<file path="src/rtl/cnt_timer_arb_pkg.sv">
// Shared definitions for the round-robin timer arbiter: FSM encodings and
// the rotating first-set search used to pick the next requester.
package cnt_timer_arb_pkg;

    localparam logic [1:0] ST_IDLE = 2'd0;
    localparam logic [1:0] ST_RUN  = 2'd1;
    localparam logic [1:0] ST_FIN  = 2'd2;

    localparam int MAX_N = 8;

    typedef struct packed {
        logic       hit;
        logic [2:0] idx;
    } rr_pick_t;

    // Walk offsets from high to low so the smallest offset from ptr is the last writer.
    function automatic rr_pick_t rr_first(input logic [MAX_N-1:0] req,
                                          input logic [2:0]       ptr,
                                          input int               n);
        rr_pick_t p;
        int       j;
        p = '0;
        for (int k = MAX_N - 1; k >= 0; k--) begin
            if (k < n) begin
                j = (int'(ptr) + k) % n;
                if (req[j]) begin
                    p.hit = 1'b1;
                    p.idx = 3'(j);
                end
            end
        end
        return p;
    endfunction

endpackage

</file>
<file path="src/rtl/cnt_timer_arb_if.sv">
// Request/grant bundle between N timed-interval requesters and the shared timer.
// Requesters hold req until done; gnt/done/busy/q are registered in the arbiter.
interface cnt_timer_arb_if #(
    parameter int N    = 4,
    parameter int Bits = 8
);
    logic [N-1:0]      req;
    logic [N*Bits-1:0] len;
    logic [N-1:0]      gnt;
    logic [N-1:0]      done;
    logic              busy;
    logic [Bits-1:0]   q;

    modport master (output req, len, input gnt, done, busy, q);
    modport slave  (input req, len, output gnt, done, busy, q);
endinterface

</file>
<file path="src/rtl/cnt_timer_arb_cnt_ce.sv">
// Up-counter with async clear, synchronous clear and count enable; q updates one edge
// after ce. No backpressure: sclr wins over ce.
module cnt_ce #(
    parameter int Bits = 8
) (
    input  logic            i_clk,
    input  logic            i_rst,
    input  logic            i_sclr,
    input  logic            i_ce,
    output logic [Bits-1:0] o_q
);
    logic [Bits-1:0] r_q;

    always_ff @(posedge i_clk or posedge i_rst) begin
        if (i_rst)       r_q <= '0;
        else if (i_sclr) r_q <= '0;
        else if (i_ce)   r_q <= r_q + 1'b1;
    end

    assign o_q = r_q;
endmodule

</file>
<file path="src/rtl/cnt_timer_arb.sv">
// Round-robin arbiter lending one up-counter to N requesters; grant lasts len+1 cycles,
// then a one-cycle done and one dead cycle. Losers simply wait with req held.
module cnt_timer_arb
    import cnt_timer_arb_pkg::*;
#(
    parameter int N    = 4,
    parameter int Bits = 8
) (
    input  logic         i_clk,
    input  logic         i_clr,
    cnt_timer_arb_if.slave s_if
);
    localparam int IW = $clog2(N);

    logic [1:0]      r_state;
    logic [1:0]      w_state_n;
    logic [N-1:0]    r_gnt,  w_gnt_n;
    logic [N-1:0]    r_done, w_done_n;
    logic            r_busy, w_busy_n;
    logic [Bits-1:0] r_len,  w_len_n;
    logic [IW-1:0]   r_gidx, w_gidx_n;
    logic [IW-1:0]   r_ptr,  w_ptr_n;
    logic            w_sclr, w_ce;
    logic [Bits-1:0] w_q;

    logic [MAX_N-1:0] w_req8;
    logic [2:0]       w_ptr3;
    rr_pick_t         w_pick;
    logic             w_g_req;
    logic             w_reached;
    logic [IW-1:0]    w_ptr_adv;

    always_comb begin
        w_req8         = '0;
        w_req8[N-1:0]  = s_if.req;
        w_ptr3         = '0;
        w_ptr3[IW-1:0] = r_ptr;
    end

    assign w_pick    = rr_first(w_req8, w_ptr3, N);
    assign w_g_req   = s_if.req[r_gidx];
    assign w_reached = (w_q == r_len);
    assign w_ptr_adv = (r_gidx == IW'(N - 1)) ? '0 : r_gidx + 1'b1;

    always_ff @(posedge i_clk or posedge i_clr) begin
        if (i_clr) begin
            r_state <= ST_IDLE;
            r_gnt   <= '0;
            r_done  <= '0;
            r_busy  <= 1'b0;
            r_len   <= '0;
            r_gidx  <= '0;
            r_ptr   <= '0;
        end else begin
            r_state <= w_state_n;
            r_gnt   <= w_gnt_n;
            r_done  <= w_done_n;
            r_busy  <= w_busy_n;
            r_len   <= w_len_n;
            r_gidx  <= w_gidx_n;
            r_ptr   <= w_ptr_n;
        end
    end

    // Abort is tested before completion so a dropped request never gets a done.
    always_comb begin
        w_state_n = r_state;
        case (r_state)
            ST_IDLE: if (w_pick.hit) w_state_n = ST_RUN;
            ST_RUN: begin
                if (!w_g_req)       w_state_n = ST_IDLE;
                else if (w_reached) w_state_n = ST_FIN;
            end
            ST_FIN:  w_state_n = ST_IDLE;
            default: w_state_n = ST_IDLE;
        endcase
    end

    always_comb begin
        w_gnt_n  = r_gnt;
        w_done_n = '0;
        w_busy_n = r_busy;
        w_len_n  = r_len;
        w_gidx_n = r_gidx;
        w_ptr_n  = r_ptr;
        w_sclr   = 1'b0;
        w_ce     = 1'b0;
        case (r_state)
            ST_IDLE: begin
                if (w_pick.hit) begin
                    w_gnt_n                    = '0;
                    w_gnt_n[w_pick.idx[IW-1:0]] = 1'b1;
                    w_len_n  = s_if.len[int'(w_pick.idx) * Bits +: Bits];
                    w_gidx_n = w_pick.idx[IW-1:0];
                    w_busy_n = 1'b1;
                    w_sclr   = 1'b1;
                end
            end
            ST_RUN: begin
                if (!w_g_req || w_reached) begin
                    w_gnt_n  = '0;
                    w_busy_n = 1'b0;
                    w_sclr   = 1'b1;
                    w_ptr_n  = w_ptr_adv;
                    if (w_g_req) w_done_n = r_gnt;
                end else begin
                    w_ce = 1'b1;
                end
            end
            default: begin
                w_gnt_n  = '0;
                w_busy_n = 1'b0;
            end
        endcase
    end

    cnt_ce #(.Bits(Bits)) u_cnt (
        .i_clk  (i_clk),
        .i_rst  (i_clr),
        .i_sclr (w_sclr),
        .i_ce   (w_ce),
        .o_q    (w_q)
    );

    assign s_if.gnt  = r_gnt;
    assign s_if.done = r_done;
    assign s_if.busy = r_busy;
    assign s_if.q    = w_q;
endmodule

</file>
<file path="src/flat_wrapper.sv">
// flat-port wrapper written by rule: the top's interface ports become plain ports
module cnt_timer_arb_flat import cnt_timer_arb_pkg::*;
#(
    parameter int N    = 4,
    parameter int Bits = 8
)
  (i_clk, i_clr, s_if_req, s_if_len, s_if_gnt, s_if_done, s_if_busy, s_if_q);
  cnt_timer_arb_if #(.N(N), .Bits(Bits)) s_if_i ();
  input  logic i_clk;
  input  logic i_clr;
  input wire logic [$bits(s_if_i.req)-1:0] s_if_req;
  input wire logic [$bits(s_if_i.len)-1:0] s_if_len;
  output wire logic [$bits(s_if_i.gnt)-1:0] s_if_gnt;
  output wire logic [$bits(s_if_i.done)-1:0] s_if_done;
  output wire logic [$bits(s_if_i.busy)-1:0] s_if_busy;
  output wire logic [$bits(s_if_i.q)-1:0] s_if_q;
  assign s_if_i.req = s_if_req;
  assign s_if_i.len = s_if_len;
  assign s_if_gnt = s_if_i.gnt;
  assign s_if_done = s_if_i.done;
  assign s_if_busy = s_if_i.busy;
  assign s_if_q = s_if_i.q;
  cnt_timer_arb #(.N(N), .Bits(Bits)) u_core (.i_clk(i_clk), .i_clr(i_clr), .s_if(s_if_i));
endmodule
</file>
<file path="config.mk">
export PLATFORM = sky130hd
export DESIGN_NAME = cnt_timer_arb_flat
export DESIGN_NICKNAME = d
export VERILOG_FILES = /design/src/rtl/cnt_timer_arb_pkg.sv /design/src/rtl/cnt_timer_arb_if.sv /design/src/rtl/cnt_timer_arb_cnt_ce.sv /design/src/rtl/cnt_timer_arb.sv /design/src/flat_wrapper.sv
export SDC_FILE = /design/constraint.sdc
export NUM_CORES = 1
export LEC_CHECK = 0
export CAP_MARGIN = 10
export CORE_MARGIN = 2
export CORE_UTILIZATION = 30
export CTS_BUF_LIST = sky130_fd_sc_hd__clkbuf_8 sky130_fd_sc_hd__clkbuf_16
export DETAILED_ROUTE_END_ITERATION = 8
export GPL_TIMING_DRIVEN = 0
export PLACE_DENSITY_LB_ADDON = 0.25
export REMOVE_ABC_BUFFERS = 1
export SLEW_MARGIN = 40
export SYNTH_ARGS = -nofsm -noshare
export SYNTH_HDL_FRONTEND = slang
export SYNTH_SLANG_ARGS = --single-unit
export TNS_END_PERCENT = 1
</file>
<file path="constraint.sdc">
create_clock -name i_clk -period 1.6 [get_ports i_clk]
set_input_delay 0.16 -clock i_clk [delete_from_list [all_inputs] [get_ports i_clk]]
set_output_delay 0.16 -clock i_clk [all_outputs]
set_load 0.03 [all_outputs]
</file>
==> run metrics <==
status=finished with violations; failing checks=negative setup slack; part of the power in the clock network=0.181; synth top area cells=dfrtp_1 (46%), mux2i_1 (11%), o221ai_1 (4.1%), xor2_1 (4.1%), nand2_1 (3.3%); # DRC=0; 1st-iter DRT viols=48; VDD IR max=0.797 mV; Final WS setup=-0.155 ns; first-pass GRT wire length=7250 um; Routed Antenna Nets=0; Worst Tran Pin Value=0.662 ns; synth cell count leaders=dfrtp_1 (31), mux2i_1 (18), nand2_1 (15), o221ai_1 (8), xor2_1 (8); H-Tree Depth=2; Final Hold Viols=0; post-synthesis register bit count=31; IO Port Bufs=54; post-layout power=4.31 mW; Startpoint Class=flip-flop; hpwl dp=2990 um; Avg Synthesized Cell Area=11.1 um^2; Worst-path clk slew=0.07 ns; layout overhead on the synthesized area=59.9%; Die Area=6300 um^2; critical-path cell list=xor2_2 -> nor4_4 -> nand2_2 -> a21oi_4 -> mux2_4; switching share of power=0.401; Post-DP Area=2360 um^2; CTS root buf=clkbuf_8; DIE WIDTH=79.4 um; sequential fraction of the synthesis area=0.455; Period minus WS final=1.76 ns; Rel. slew slack=0.558; Yosys warnings=0; gr ovfl total=0; total CTS buffers=5; worst reg2reg path depth=5; layout cells sized above 1=0.279; LEAKAGE=1.20 nW; worst skew pair latency=0.29 ns; drt pass-1 iters=4; top-count cell post-synth=dfrtp_1; part of the cycle the worst path needs=1.10; All-Layer GR Usage=0.153; I/O pins=55; unrepaired setup endpoints after global routing=true; vias per inst=4.86; Seq pwr share=0.292; Crit-path slowest cell=dfrtp_1; drt total wl=4380 um; Max Root-Sink Buffers=2; slowest stage delay, CP=0.41 ns; crit-path max FO=3; max-cap violations=0; HP Class=primary input to async pin; Std-Cell Rows=27; CP Capture Type=flip-flop; ys async rst share=1.00; core area=5510 um^2; GPL Wtd Cong=0.788; hold_buf cts=0; critical path required time=1.77 ns; setup TNS=-1.79 ns; Yosys cell types=39; area of the mapped netlist=1700 um^2; fmax=0.570 GHz; initial antenna violation count=0; Power Internal=2.58 mW; pwr dens=1580 nW/um^2; Final Setup Violations=16; Slew Viols, Final=0; worst path bufs/invs=0; clk_skew=0.00951 ns; CTS sink cnt=31; largest net degree at the start of global routing=32; number of global-route vias before repair=1,446; Synth top area share=0.455; switching power=1.73 mW; Mapped Cells=153; Yosys top cell by area=dfrtp_1; Worst EP arrival=1.92 ns; CTS tree=yes; EDFF count, synth=0; final non-filler cell area=2730 um^2; Synth Flop Type=dfrtp_1; cell family with most CP delay=simple AND/OR/NAND/NOR gates; die height=79.4 um; fin nets=261; combinational share of power=0.527; Crit Path Class=flip-flop to flip-flop; Fill cells=475; ANT cells=0; Initial Util=0.309; critical path depth=5; Via Count=1,429; mean routed wirelength per cell=14.9 um
cells in the final DEF (no fill, tap or decap), types with 2 or more instances in the layout:
| master | instances |
|---|---|
| a211oi_2 | 4 |
| a21o_1 | 3 |
| a21oi_4 | 2 |
| and2_1 | 5 |
| buf_4 | 8 |
| buf_6 | 2 |
| clkbuf_8 | 5 |
| clkdlybuf4s50_1 | 44 |
| dfrtp_1 | 26 |
| dfrtp_2 | 5 |
| dlygate4sd2_1 | 8 |
| dlymetal6s2s_1 | 2 |
| ha_1 | 2 |
| inv_1 | 5 |
| mux2_4 | 2 |
| mux2i_1 | 17 |
| nand2_1 | 14 |
| nand2_2 | 2 |
| nand2b_4 | 2 |
| nand4_1 | 2 |
| nor2_1 | 5 |
| nor3_1 | 2 |
| nor3_2 | 2 |
| nor4_4 | 3 |
| o21ai_0 | 3 |
| o221ai_1 | 8 |
| o2bb2ai_1 | 3 |
| xnor2_1 | 2 |
| xor2_2 | 7 |
layout make-up:
type / count / area (um^2) / share of cell area
well taps: 72 / 90.1 / 0.0331
clock inverters: 3 / 43.8 / 0.0161
flip-flops and latches: 31 / 782 / 0.287
clock buffers: 5 / 68.8 / 0.0253
repair buffers: 65 / 646 / 0.237
multi-input cells: 112 / 1070 / 0.393
inverters: 6 / 22.5 / 0.00826
final timing paths:
path,start,to,slack [ns]
max,u_core.r_len[7],u_core.r_ptr[0],-0.16
min,i_clr,u_core.s_if.done[3],0.28
max reg2reg,u_core.r_len[7],u_core.r_ptr[0],-0.16
min reg2reg,u_core.s_if.busy,u_core.s_if.busy,0.48
max in group asynchronous,i_clr,u_core.u_cnt.o_q[3],0.83
min in group i_clk,u_core.s_if.busy,u_core.s_if.busy,0.48
cells by family (layout without fill, tap and decap cells):
logic type | count (synthesis) | in the layout | synth area share
xor+xnor | 10 | 10 | 0.0514
fa+ha+maj | 2 | 2 | 0.0147
simple gates | 47 | 47 | 0.165
mux | 21 | 21 | 0.132
flops | 31 | 31 | 0.455
compound gates | 32 | 32 | 0.157
buf+inv | 10 | 79 | 0.0242
worst register-to-register path, cell delays in order, from the launching register on:
cell	delay [ns]
dfrtp_1	0.41
xor2_2	0.19
nor4_4	0.36
nand2_2	0.15
a21oi_4	0.21
mux2_4	0.31
power groups by stage:
stage	clock network (mW)	registers, mW	logic, mW
after floorplan	0	1.33	1.13
after global placement	0	1.23	1.74
after detailed placement	0	1.23	1.84
after CTS	0.793	1.25	2.18
after global routing	0.839	1.29	2.45
final	0.780	1.26	2.27
per-layer routing:
layer  GRT usage  share of wire
met2       0.237           0.51
met4      0.0517          0.013
met5           0              0
met1       0.204           0.45
met3      0.0441          0.033
through the flow:
step	utilization	hold WS, ns	setup slack, ns	instances
after global placement	0.421	0.470	-1.88	275
after global routing	0.495	0.357	-0.230	294
after CTS	0.486	0.304	-0.153	294
after detailed placement	0.428	0.466	-0.974	276
final	0.495	0.282	-0.155	294
after floorplan	-	0.264	-0.913	149
timing repair:
item / CTS / global route
pin swaps: 11 / 4
setup endpoints to repair: 35 / 31
buffers inserted: 10 / 0
resized for setup: 36 / 11
state kept, by name, indices dropped and copies added (netlist names):
name and flops:
u_core.r_len 8, u_core.u_cnt.o_q 8, u_core.s_if.done 4, u_core.s_if.gnt 4
u_core.r_gidx 2, u_core.r_ptr 2, u_core.r_state 2, u_core.s_if.busy 1
Note: power is estimated with default switching activity, not from simulation.
